===== config.mk =====
export PLATFORM = sky130hd
export DESIGN_NAME = seq_mult_3bit
export DESIGN_NICKNAME = d
export VERILOG_FILES = /design/src/rtl/seq_mult_3bit_pkg.sv /design/src/rtl/seq_mult_3bit_shift_add_step.sv /design/src/rtl/seq_mult_3bit.sv
export SDC_FILE = /design/constraint.sdc
export NUM_CORES = 1
export LEC_CHECK = 0
export BUFFER_PORTS_ARGS = -buffer_cell sky130_fd_sc_hd__buf_2
export CAP_MARGIN = 20
export CORE_MARGIN = 1
export CORE_UTILIZATION = 25
export CTS_CLUSTER_SIZE = 16
export DETAILED_ROUTE_END_ITERATION = 10
export HOLD_SLACK_MARGIN = 0.02
export MAX_ROUTING_LAYER = met4
export SLEW_MARGIN = 0
export SYNTH_ARGS = -nofsm -noshare
export SYNTH_HDL_FRONTEND = slang
export SYNTH_HIERARCHICAL = 1
export SYNTH_SLANG_ARGS = --single-unit

===== constraint.sdc =====
create_clock -name clk -period 2.3 [get_ports clk]
set_clock_uncertainty 0.2 [all_clocks]
set_input_delay 0.23 -clock clk [delete_from_list [all_inputs] [get_ports clk]]
set_output_delay 0.23 -clock clk [all_outputs]
set_load 0.01 [all_outputs]

===== src/rtl/seq_mult_3bit_pkg.sv =====
// rtl/seq_mult_3bit_pkg.sv - shared state encoding, default width and counter sizing for seq_mult_3bit
package seq_mult_3bit_pkg;

  typedef enum logic [1:0] {
    ST_IDLE = 2'd0,
    ST_CALC = 2'd1,
    ST_DONE = 2'd2
  } state_t;

  localparam int DEFAULT_WIDTH = 3;

  // Step counter only has to reach WIDTH-1, so clog2(WIDTH) bits suffice.
  function automatic int cnt_width(input int width);
    return (width <= 2) ? 1 : $clog2(width);
  endfunction

endpackage


===== src/rtl/seq_mult_3bit_shift_add_step.sv =====
// rtl/seq_mult_3bit_shift_add_step.sv - one combinational shift-and-add iteration
module shift_add_step #(
  parameter int WIDTH = 3
) (
  input  logic [2*WIDTH-1:0] acc,
  input  logic [2*WIDTH-1:0] mcand,
  input  logic [WIDTH-1:0]   mplier,
  output logic [2*WIDTH-1:0] acc_next,
  output logic [2*WIDTH-1:0] mcand_next,
  output logic [WIDTH-1:0]   mplier_next
);

  always_comb begin
    acc_next    = mplier[0] ? (acc + mcand) : acc;
    mcand_next  = mcand << 1;
    mplier_next = mplier >> 1;
  end

endmodule


===== src/rtl/seq_mult_3bit.sv =====
// rtl/seq_mult_3bit.sv - sequential shift-and-add multiplier; SEQ_MULT_EARLY_EXIT_EN enables early exit
module seq_mult_3bit
  import seq_mult_3bit_pkg::*;
#(
  parameter int WIDTH = DEFAULT_WIDTH
) (
  input  logic                 clk,
  input  logic                 rst_n,
  input  logic                 in_valid,
  output logic                 in_ready,
  input  logic [WIDTH-1:0]     a,
  input  logic [WIDTH-1:0]     b,
  output logic                 out_valid,
  input  logic                 out_ready,
  output logic [2*WIDTH-1:0]   product
);

  localparam int CW = cnt_width(WIDTH);
  localparam int PW = 2 * WIDTH;

  state_t          state;
  state_t          state_next;
  logic [PW-1:0]   mcand;
  logic [PW-1:0]   acc;
  logic [PW-1:0]   product_q;
  logic [WIDTH-1:0] mplier;
  logic [CW-1:0]   cnt;
  logic [PW-1:0]   acc_next;
  logic [PW-1:0]   mcand_next;
  logic [WIDTH-1:0] mplier_next;
  logic            last_step;

  shift_add_step #(.WIDTH(WIDTH)) u_step (
    .acc         (acc),
    .mcand       (mcand),
    .mplier      (mplier),
    .acc_next    (acc_next),
    .mcand_next  (mcand_next),
    .mplier_next (mplier_next)
  );

`ifdef SEQ_MULT_EARLY_EXIT_EN
  // Once no multiplier bits remain, further iterations cannot change acc.
  assign last_step = (cnt == CW'(WIDTH - 1)) || (mplier_next == '0);
`else
  assign last_step = (cnt == CW'(WIDTH - 1));
`endif

  always_ff @(posedge clk or negedge rst_n) begin
    if (!rst_n) begin
      state <= ST_IDLE;
    end else begin
      state <= state_next;
    end
  end

  always_comb begin
    state_next = state;
    case (state)
      ST_IDLE: if (in_valid)            state_next = ST_CALC;
      ST_CALC: if (last_step)           state_next = ST_DONE;
      ST_DONE: if (out_ready)           state_next = ST_IDLE;
      default:                          state_next = ST_IDLE;
    endcase
  end

  always_comb begin
    in_ready  = (state == ST_IDLE);
    out_valid = (state == ST_DONE);
  end

  always_ff @(posedge clk or negedge rst_n) begin
    if (!rst_n) begin
      mcand     <= '0;
      mplier    <= '0;
      acc       <= '0;
      cnt       <= '0;
      product_q <= '0;
    end else if (state == ST_IDLE && in_valid) begin
      mcand  <= PW'(a);
      mplier <= b;
      acc    <= '0;
      cnt    <= '0;
    end else if (state == ST_CALC) begin
      acc    <= acc_next;
      mcand  <= mcand_next;
      mplier <= mplier_next;
      cnt    <= cnt + CW'(1);
      // Product register only changes on DONE entry, so it holds through IDLE.
      if (last_step) begin
        product_q <= acc_next;
      end
    end
  end

  assign product = product_q;

endmodule


==> flow_summary.json, run 1 <==
{
  "peakVddDrop_uv": 295,
  "outcome": "completed",
  "synth_largest_area_cell": "dfrtp_1",
  "port_buffers": 17,
  "first_global_vias": 944,
  "path_clk_slew_ns": 0.09,
  "critPathSlowestCell": "fa_1",
  "ys.flop_type": "dfrtp_1",
  "grt_pass1_wl_um": 4460,
  "areaGrowthSynthToFinish_pct": 10.1,
  "initial_core_util": 0.259,
  "netlist_instances": 120,
  "fill_cells": 585,
  "design.die.area_sq_um": 6020,
  "worst_pin_slew_ns": 0.560,
  "drive_gt1_frac": 0.315,
  "hold_path.class": "in2reg",
  "synth_top_area_share": 0.438,
  "crit_arrival_ns": 2.14,
  "maxSlewViolCount": 0,
  "via_count": 920,
  "hold_viol_final": 0,
  "slew_headroom": 0.626,
  "ys_seq_elements": 25,
  "fin_cells": 202,
  "firstDrtPassIters": 3,
  "period_share": 0.922,
  "die_x_um": 77.6,
  "cts.sinks": 25,
  "cts_tree": "built",
  "avgViaCountPerCell": 4.55,
  "wl_per_cell_um": 13.2,
  "multiInputGateArea_sq_um": 674,
  "cp_max_fo": 3,
  "clk_path_buf_depth": 2,
  "end_kind": "flip-flop",
  "syn_area_sq_um": 1430,
  "root_buffer": "clkbuf_8",
  "ys_top_cells_by_area": "dfrtp_1 44%, mux2_2 7.1%, a22o_1 5.5%",
  "drt-initial-drc-count": 48,
  "synth_edf_count": 0,
  "ctsHtreeMaxLevel": 1,
  "leakage_nw": 0.724,
  "cts_buffers": 3,
  "finalCriticalPeriod_ns": 2.12,
  "fp-row-count": 27,
  "grt_usage": 0.0973,
  "path_cells": "ha_1, inv_1, fa_1, nor2b_1, o21a_1, nor3_1, o31ai_1, mux2_2",
  "grt_antenna_before_repair": 0,
  "clk_latency_ns": 0.27,
  "syn_avg_cell_area_sq_um": 11.9,
  "overflow": 0,
  "finalSetupViolCount": 0,
  "cp.required_ns": 2.31,
  "regArea_sq_um": 626,
  "cellPowerDensity_nw_per_um2": 1570,
  "postSynth.asyncResetShare": 1.00,
  "routabilityCongestion": 0.729,
  "ios": 18,
  "tns_ns": 0,
  "hpwl_um": 1850,
  "synth.yosys.seq_area_share": 0.438,
  "power_mw": 2.47,
  "drv_cap": 0,
  "coreArea_sq_um": 5510,
  "detail-route-antenna-nets": 0,
  "grt_max_degree": 26,
  "crit_type": "reg2reg",
  "num-nets-final": 148,
  "wl_um": 2670,
  "dp.cells": 196,
  "rsz0062_at_grt": "false",
  "start_kind": "flip-flop",
  "clock.fmax_ghz": 0.471,
  "slowest_delay_ns": 0.41,
  "ys_types": 39,
  "synth-warning-count": 6,
  "cts_resized": 0,
  "chipHeight_um": 77.6,
  "drc": 0,
  "antenna_cells": 0
}
[cell usage after synthesis, types with 2 or more instances]
library cell / count
buf_6: 2
or4b_1: 6
nand2_1: 3
o21a_1: 3
nand2b_1: 2
a21oi_1: 3
mux2i_1: 2
a22o_1: 9
ha_1: 6
o221a_2: 6
a211o_1: 2
a21o_1: 2
buf_2: 2
dfrtp_1: 25
xnor2_1: 2
buf_4: 9
inv_1: 6
mux2_2: 9
[metal layers]
layer  wire length [um]  GRT usage
met1               1370      0.127
met2               1210      0.146
met3                 51     0.0129
met4                 41     0.0509
met5                  0          -
[sequential cells by signal (all words and copies together), names as in the netlist]
name     flops
acc          6
cnt          2
mcand        6
mplier       3
product      6
state        2
[per-stage QoR]
step	utilization	instance area [sq um]	hold slack (ns)	worst slack, ns
after floorplan	-	1430	-0.266	0.352
after global placement	0.273	1510	0.0544	0.278
after detailed placement	0.273	1510	0.0656	0.215
after CTS	0.285	1570	0.109	0.170
after global routing	0.285	1570	0.110	0.0145
final	0.285	1570	0.115	0.179
[power by group]
group	internal [mW]	total, mW	switching (mW)
combinational	0.721	1.34	0.614
clock	0.121	0.258	0.137
sequential	0.662	0.873	0.211
[critical path: cells and delay by family, from the launching register on]
family                   cells  cell delay (ns)
flip-flops                   1             0.38
buffers and inverters        1             0.07
multiplexers                 1             0.21
adder cells (fa/ha/maj)      2             0.61
AND/OR/NAND/NOR              2             0.18
AO/OA/AOI/OAI                2             0.41
[layout by cell type (no fill, tap or decap), types with 3 or more instances in the layout]
master	netlist	final
a21oi_1	3	3
clkbuf_8	0	3
a22o_1	9	9
mux2_2	9	9
buf_2	2	17
dfrtp_1	25	25
inv_1	6	6
ha_1	6	6
nand2_1	3	3
o221a_2	6	6
o21a_1	3	3
or4b_1	6	6
[kinds of logic (layout without fill, tap and decap cells)]
group,count (synthesis),after routing,synth area share
adder cells (fa/ha/maj),7,7,0.0666
buffers and inverters,21,30,0.0920
multiplexers,11,11,0.0850
flip-flops,25,25,0.438
other,1,2,0.00263
AND/OR/NAND/NOR,20,20,0.106
XOR/XNOR,2,2,0.0123
AO/OA/AOI/OAI,33,33,0.197
[path summary, 6_finish.rpt]
| path | from | cells after the start | end | slack, ns |
|---|---|---|---|---|
| max in group asynchronous | rst_n | 2 | mplier[2]$_DFFE_PN0P_ | 1.24 |
| min in group asynchronous | rst_n | 2 | mcand[5]$_DFFE_PN0P_ | 0.28 |
| max | acc[0]$_DFFE_PN0P_ | 8 | product[4]$_DFFE_PN0P_ | 0.18 |
| max reg2reg | acc[0]$_DFFE_PN0P_ | 8 | product[4]$_DFFE_PN0P_ | 0.18 |
| min reg2reg | cnt[0]$_DFFE_PN0P_ | 1 | cnt[0]$_DFFE_PN0P_ | 0.29 |
| min | b[2] | 3 | mplier[2]$_DFFE_PN0P_ | 0.11 |
[layout make-up]
cell class | count | area share
tap | 72 | 0.0573
clock inverter | 1 | 0.00318
clock buffer | 3 | 0.0263
multi-input combinational | 75 | 0.429
timing repair buffer | 20 | 0.0717
sequential | 25 | 0.398
inverter | 6 | 0.0143
[timing repair]
item	in CTS	in global routing
hold buffers	2	0
buffers inserted	0	0
endpoints found under the hold margin	26	0
Note: power is estimated with default switching activity, not from simulation.
==> inputs of run 2 (changes only) <==
--- a/config.mk
+++ b/config.mk
@@ -7,6 +7,7 @@
 export LEC_CHECK = 0
 export BUFFER_PORTS_ARGS = -buffer_cell sky130_fd_sc_hd__buf_2
 export CAP_MARGIN = 20
+export CORE_ASPECT_RATIO = 1.2
 export CORE_MARGIN = 1
 export CORE_UTILIZATION = 25
 export CTS_CLUSTER_SIZE = 16
==> constraint.sdc (replaced) <==
create_clock -name clk -period 1.9 [get_ports clk]
set_clock_uncertainty 0.2 [all_clocks]
set_input_delay 0.19 -clock clk [delete_from_list [all_inputs] [get_ports clk]]
set_output_delay 0.19 -clock clk [all_outputs]
set_load 0.01 [all_outputs]
==> run 2 against run 1 <==
  * The run now ends with design-rule violations, negative setup slack left
  * Critical path type unchanged
  * Clock-buffer cell count increased by 1
  * Global-route usage is 0.96 points higher
  * Utilization grew 3.8 points
==> flow_summary.json, run 2 (synthesis results as in run 1) <==
{
  "path_clk_slew_ns": 0.09,
  "internal_power_mw": 2.15,
  "leakage_nw": 0.818,
  "overflow": 0,
  "fin_ws_ns": -0.102,
  "firstDrtPassIters": 9,
  "p_sw_mw": 1.29,
  "crit_type": "reg2reg",
  "cts.sinks": 25,
  "tns_ns": -0.245,
  "rsz0062_at_grt": "true",
  "drc": 1,
  "clk_path_buf_depth": 2,
  "hold_depth": 3,
  "layout_commonest_cell": "dfrtp_1",
  "r2r_cells": 8,
  "hpwl_um": 1950,
  "min_from": "b[0]",
  "port_buffers": 17,
  "hold_end": "mplier[0]$_DFFE_PN0P_",
  "worst_pin_slew_ns": 0.561,
  "areaGrowthSynthToFinish_pct": 22.6,
  "power_frac_seq": 0.302,
  "rr_startpoint": "acc[0]$_DFFE_PN0P_",
  "r2r_slack_ns": -0.10,
  "cp.required_ns": 1.87,
  "avgViaCountPerCell": 4.76,
  "maxSlewViolCount": 0,
  "end_kind": "flip-flop",
  "power_frac_clock": 0.093,
  "fp-row-count": 29,
  "first_global_vias": 1086,
  "start_kind": "flip-flop",
  "root_buffer": "clkbuf_8",
  "regArea_sq_um": 626,
  "mostFrequentLayoutCells": "25 x dfrtp_1, 17 x buf_2, 15 x buf_4, 9 x a22o_1",
  "hold_path.class": "in2reg",
  "fin_area_sq_um": 1750,
  "via_count": 986,
  "initial_core_util": 0.264,
  "cellPowerDensity_nw_per_um2": 1970,
  "clk_latency_ns": 0.27,
  "r2r-end": "product[4]$_DFFE_PN0P_",
  "grt_usage": 0.107,
  "antenna_cells": 0,
  "peakVddDrop_uv": 433,
  "wl_um": 2810,
  "ctsHtreeMaxLevel": 1,
  "drv_cap": 0,
  "path_buf_inv": 1,
  "fill_cells": 535,
  "drt-initial-drc-count": 25,
  "period_share": 1.05,
  "finalCriticalPeriod_ns": 2.00,
  "cts_buffers": 3,
  "die_x_um": 71.0,
  "cp_top_family": "adder cells",
  "cts_tree": "built",
  "power_mw": 3.45,
  "slew_headroom": 0.626,
  "ios": 18,
  "num-nets-final": 163,
  "hold_viol_final": 0,
  "outcome": "finished with violations",
  "clock.fmax_ghz": 0.500,
  "routabilityCongestion": 0.762,
  "multiInputGateArea_sq_um": 751,
  "chipHeight_um": 84.8,
  "grt_max_degree": 26,
  "grt_pass1_wl_um": 4890,
  "cp_max_fo": 2,
  "violations": "design-rule violations, negative setup slack",
  "slowest_delay_ns": 0.40,
  "design.die.area_sq_um": 6020,
  "detail-route-antenna-nets": 0,
  "wl_per_cell_um": 13.6,
  "finalSetupViolCount": 5,
  "coreArea_sq_um": 5410,
  "post-place-ws_ns": -0.107,
  "place_area_sq_um": 1600,
  "critPathSlowestCell": "dfrtp_1",
  "grt_antenna_before_repair": 0,
  "path_common_cell": "o21a_1",
  "crit_arrival_ns": 1.97,
  "path_cells": "ha_4, inv_2, fa_2, nor2b_1, o21a_1, o21a_1, o31ai_2, mux2_2",
  "drive_gt1_frac": 0.448,
  "p_sw_frac": 0.375,
  "combPwrFrac": 0.605
}
-- run 2: changes by cell type in the layout (fill, tap and decap cells not counted), sizes merged --
cell    previous run  this run
clkinv             1         0
clkbuf             3         4
buf               18        33
-- run 2: timing repair --
| item | 4_1_cts | 5_1_grt |
|---|---|---|
| hold buffers | 2 | 0 |
| resized for setup | 9 | 4 |
| endpoints found under the hold margin | 26 | 0 |
| pin swaps | 9 | 7 |
| endpoints found under the setup margin | 7 | 8 |
| buffers inserted | 0 | 2 |
-- run 2: worst reg2reg max path, stage by stage, from the launching register on --
cell,delay [ns]
dfrtp_1,0.40
ha_4,0.16
inv_2,0.04
fa_2,0.36
nor2b_1,0.14
o21a_1,0.14
o21a_1,0.13
o31ai_2,0.08
mux2_2,0.26
-- run 2: final cells by class --
| type | count | area share |
|---|---|---|
| inverter | 6 | 0.0129 |
| sequential | 25 | 0.357 |
| timing repair buffer | 35 | 0.131 |
| clock buffer | 4 | 0.0257 |
| tap | 62 | 0.0443 |
| multi-input combinational | 75 | 0.429 |
-- run 2: power by group through the flow --
stage / Combinational (mW) / Clock [mW] / Sequential [mW]
after floorplan: 1.47 / 0 / 0.989
after global placement: 1.85 / 0 / 1.02
after detailed placement: 1.87 / 0 / 1.03
after CTS: 2.02 / 0.335 / 1.03
after global routing: 2.33 / 0.351 / 1.08
final: 2.08 / 0.321 / 1.04
-- run 2: per-layer routing --
layer / vias up / GRT usage / share of wire
met4: 0 / 0.0527 / 0.013
li1: 488 / - / -
met1: 485 / 0.118 / 0.47
met5: - / - / 0
met2: 10 / 0.190 / 0.52
met3: 3 / 0.0108 / 0.0050
-- run 2: stage by stage --
step | cells | utilization | hold WS (ns)
after floorplan | 121 | - | -0.306
after global placement | 199 | 0.296 | 0.0155
after detailed placement | 199 | 0.296 | 0.0242
after CTS | 205 | 0.315 | 0.0621
after global routing | 207 | 0.324 | 0.0805
final | 207 | 0.324 | 0.0649
-- run 2: how the worst max path moves through the flow --
stage,from,to,depth (start not counted)
finish,acc[0]$_DFFE_PN0P_,product[4]$_DFFE_PN0P_,8
global route,acc[0]$_DFFE_PN0P_,product[4]$_DFFE_PN0P_,8
CTS,mcand[0]$_DFFE_PN0P_,product[4]$_DFFE_PN0P_,8
detailed placement,mcand[0]$_DFFE_PN0P_,product[4]$_DFFE_PN0P_,8
global placement,mcand[0]$_DFFE_PN0P_,product[4]$_DFFE_PN0P_,8
floorplan,mcand[0]$_DFFE_PN0P_,product[4]$_DFFE_PN0P_,8
==> inputs of run 3 (changes only) <==
--- a/config.mk
+++ b/config.mk
@@ -19,3 +19,4 @@
 export SYNTH_HDL_FRONTEND = slang
 export SYNTH_HIERARCHICAL = 1
 export SYNTH_SLANG_ARGS = --single-unit
+export TNS_END_PERCENT = 50
==> run 3 against run 2 <==
  * The run still ends with design-rule violations, negative setup slack left
  * Cell count is 0.48% higher
  * Clock-buffer cell count stayed put
  * Utilization is 0.32 points lower
  * Routed wire length is 3.2% lower
  * Non-clock buffer count is 1 higher
  * Sequential power hardly changed
  * Critical endpoint is now product[3]$_DFFE_PN0P_
  * Largest power group unchanged
==> flow_summary.json, run 3 (synthesis results as in run 1) <==
{
  "crit_arrival_ns": 1.92,
  "coreArea_sq_um": 5410,
  "mostFrequentLayoutCells": "25 x dfrtp_1, 17 x buf_2, 17 x buf_4, 9 x a22o_1, 7 x mux2_2",
  "ctsHtreeMaxLevel": 1,
  "cts_buffers": 3,
  "overflow": 0,
  "hold_depth": 3,
  "hold_viol_final": 0,
  "ios": 18,
  "grt_pass1_wl_um": 4830,
  "num-nets-final": 164,
  "fp-row-count": 29,
  "crit_type": "reg2reg",
  "cts.sinks": 25,
  "avgViaCountPerCell": 4.68,
  "hold_path.class": "in2reg",
  "finalCriticalPeriod_ns": 1.96,
  "worst_pin_slew_ns": 0.548,
  "rr_startpoint": "acc[1]$_DFFE_PN0P_",
  "outcome": "finished with violations",
  "grt_antenna_before_repair": 0,
  "cp.required_ns": 1.86,
  "hold_end": "mplier[0]$_DFFE_PN0P_",
  "areaGrowthSynthToFinish_pct": 21.4,
  "violations": "design-rule violations, negative setup slack",
  "drv_cap": 0,
  "clk_latency_ns": 0.27,
  "rsz0062_at_grt": "true",
  "grt_usage": 0.106,
  "wl_per_cell_um": 13.1,
  "r2r_slack_ns": -0.06,
  "via_count": 974,
  "fin_util": 0.321,
  "clock.fmax_ghz": 0.509,
  "period_share": 1.03,
  "finalSetupViolCount": 7,
  "design.die.area_sq_um": 6020,
  "chipHeight_um": 84.8,
  "root_buffer": "clkbuf_8",
  "layout_commonest_cell": "dfrtp_1",
  "hpwl_um": 1930,
  "port_buffers": 17,
  "start_kind": "flip-flop",
  "fill_cells": 530,
  "clk_path_buf_depth": 2,
  "slew_headroom": 0.635,
  "antenna_cells": 0,
  "routabilityCongestion": 0.758,
  "first_global_vias": 1048,
  "cellPowerDensity_nw_per_um2": 1960,
  "detail-route-antenna-nets": 0,
  "path_clk_slew_ns": 0.08,
  "r2r_cells": 6,
  "drive_gt1_frac": 0.438,
  "initial_core_util": 0.264,
  "peakVddDrop_uv": 446,
  "end_kind": "flip-flop",
  "firstDrtPassIters": 8,
  "drt-initial-drc-count": 39,
  "tns_ns": -0.236,
  "cp_max_fo": 3,
  "grt_max_degree": 26,
  "r2r-end": "product[3]$_DFFE_PN0P_",
  "die_x_um": 71.0,
  "fin_ws_ns": -0.0631,
  "min_from": "b[0]",
  "leakage_nw": 0.809,
  "wl_um": 2720,
  "maxSlewViolCount": 0,
  "drc": 1,
  "cts_tree": "built"
}
-- run 3: changes by cell type in the layout (fill, tap and decap cells not counted), sizes merged --
cell  previous run  this run
buf             33        34
-- run 3: how the worst max path moves through the flow --
stage                                     from                endpoint
after CTS                   acc[1]$_DFFE_PN0P_  product[3]$_DFFE_PN0P_
after global routing        acc[1]$_DFFE_PN0P_  product[3]$_DFFE_PN0P_
after detailed placement  mcand[1]$_DFFE_PN0P_  product[3]$_DFFE_PN0P_
final                       acc[1]$_DFFE_PN0P_  product[3]$_DFFE_PN0P_
after global placement    mcand[1]$_DFFE_PN0P_  product[3]$_DFFE_PN0P_
after floorplan           mcand[1]$_DFFE_PN0P_  product[3]$_DFFE_PN0P_
-- run 3: cell type report --
cell class,instances,area (sq um),share of cell area
Sequential cell,25,626,0.361
Tap cell,62,77.6,0.0448
Timing Repair Buffer,36,233,0.134
Inverter,6,22.5,0.0130
Multi-Input combinational cell,75,729,0.421
Clock buffer,4,45.0,0.0260
-- run 3: per-stage QoR --
stage	std cells	setup WS (ns)	hold slack [ns]	total power, mW	instance area [sq um]
finish	208	-0.0631	0.0747	3.40	1730
global route	208	-0.151	0.0891	3.72	1730
CTS	207	-0.0540	0.0713	3.39	1720
detailed placement	198	-0.123	0.0192	2.87	1590
global placement	198	-0.107	0.0146	2.86	1590
floorplan	121	-0.0182	-0.306	2.45	1440
-- run 3: power by group --
| group | switching [mW] | internal, mW | total (mW) | leakage, nW |
|---|---|---|---|---|
| clock network | 0.157 | 0.150 | 0.307 | 0.0228 |
| registers | 0.240 | 0.801 | 1.04 | 0.301 |
| logic | 0.865 | 1.18 | 2.05 | 0.485 |
| total | 1.26 | 2.14 | 3.40 | 0.809 |
-- run 3: critical path, stage by stage (launching register included) --
cell and delay (ns):
dfrtp_1 0.41, ha_1 0.32, a21o_1 0.17, a21oi_2 0.14
xnor2_1 0.09, mux2_4 0.27, mux2_2 0.26
-- run 3: what timing repair did --
| action | 4_1_cts | 5_1_grt |
|---|---|---|
| pin swaps | 8 | 2 |
| endpoints found under the setup margin | 7 | 8 |
| hold endpoints to repair | 26 | 0 |
| hold buffers | 2 | 0 |
| gates resized for setup | 7 | 1 |
| setup buffers | 3 | 1 |
-- run 3: metal layers --
metal  share of wire  track usage
met1            0.46        0.130
met2            0.51        0.177
met3           0.024       0.0144
met4           0.014       0.0382
met5               0            -
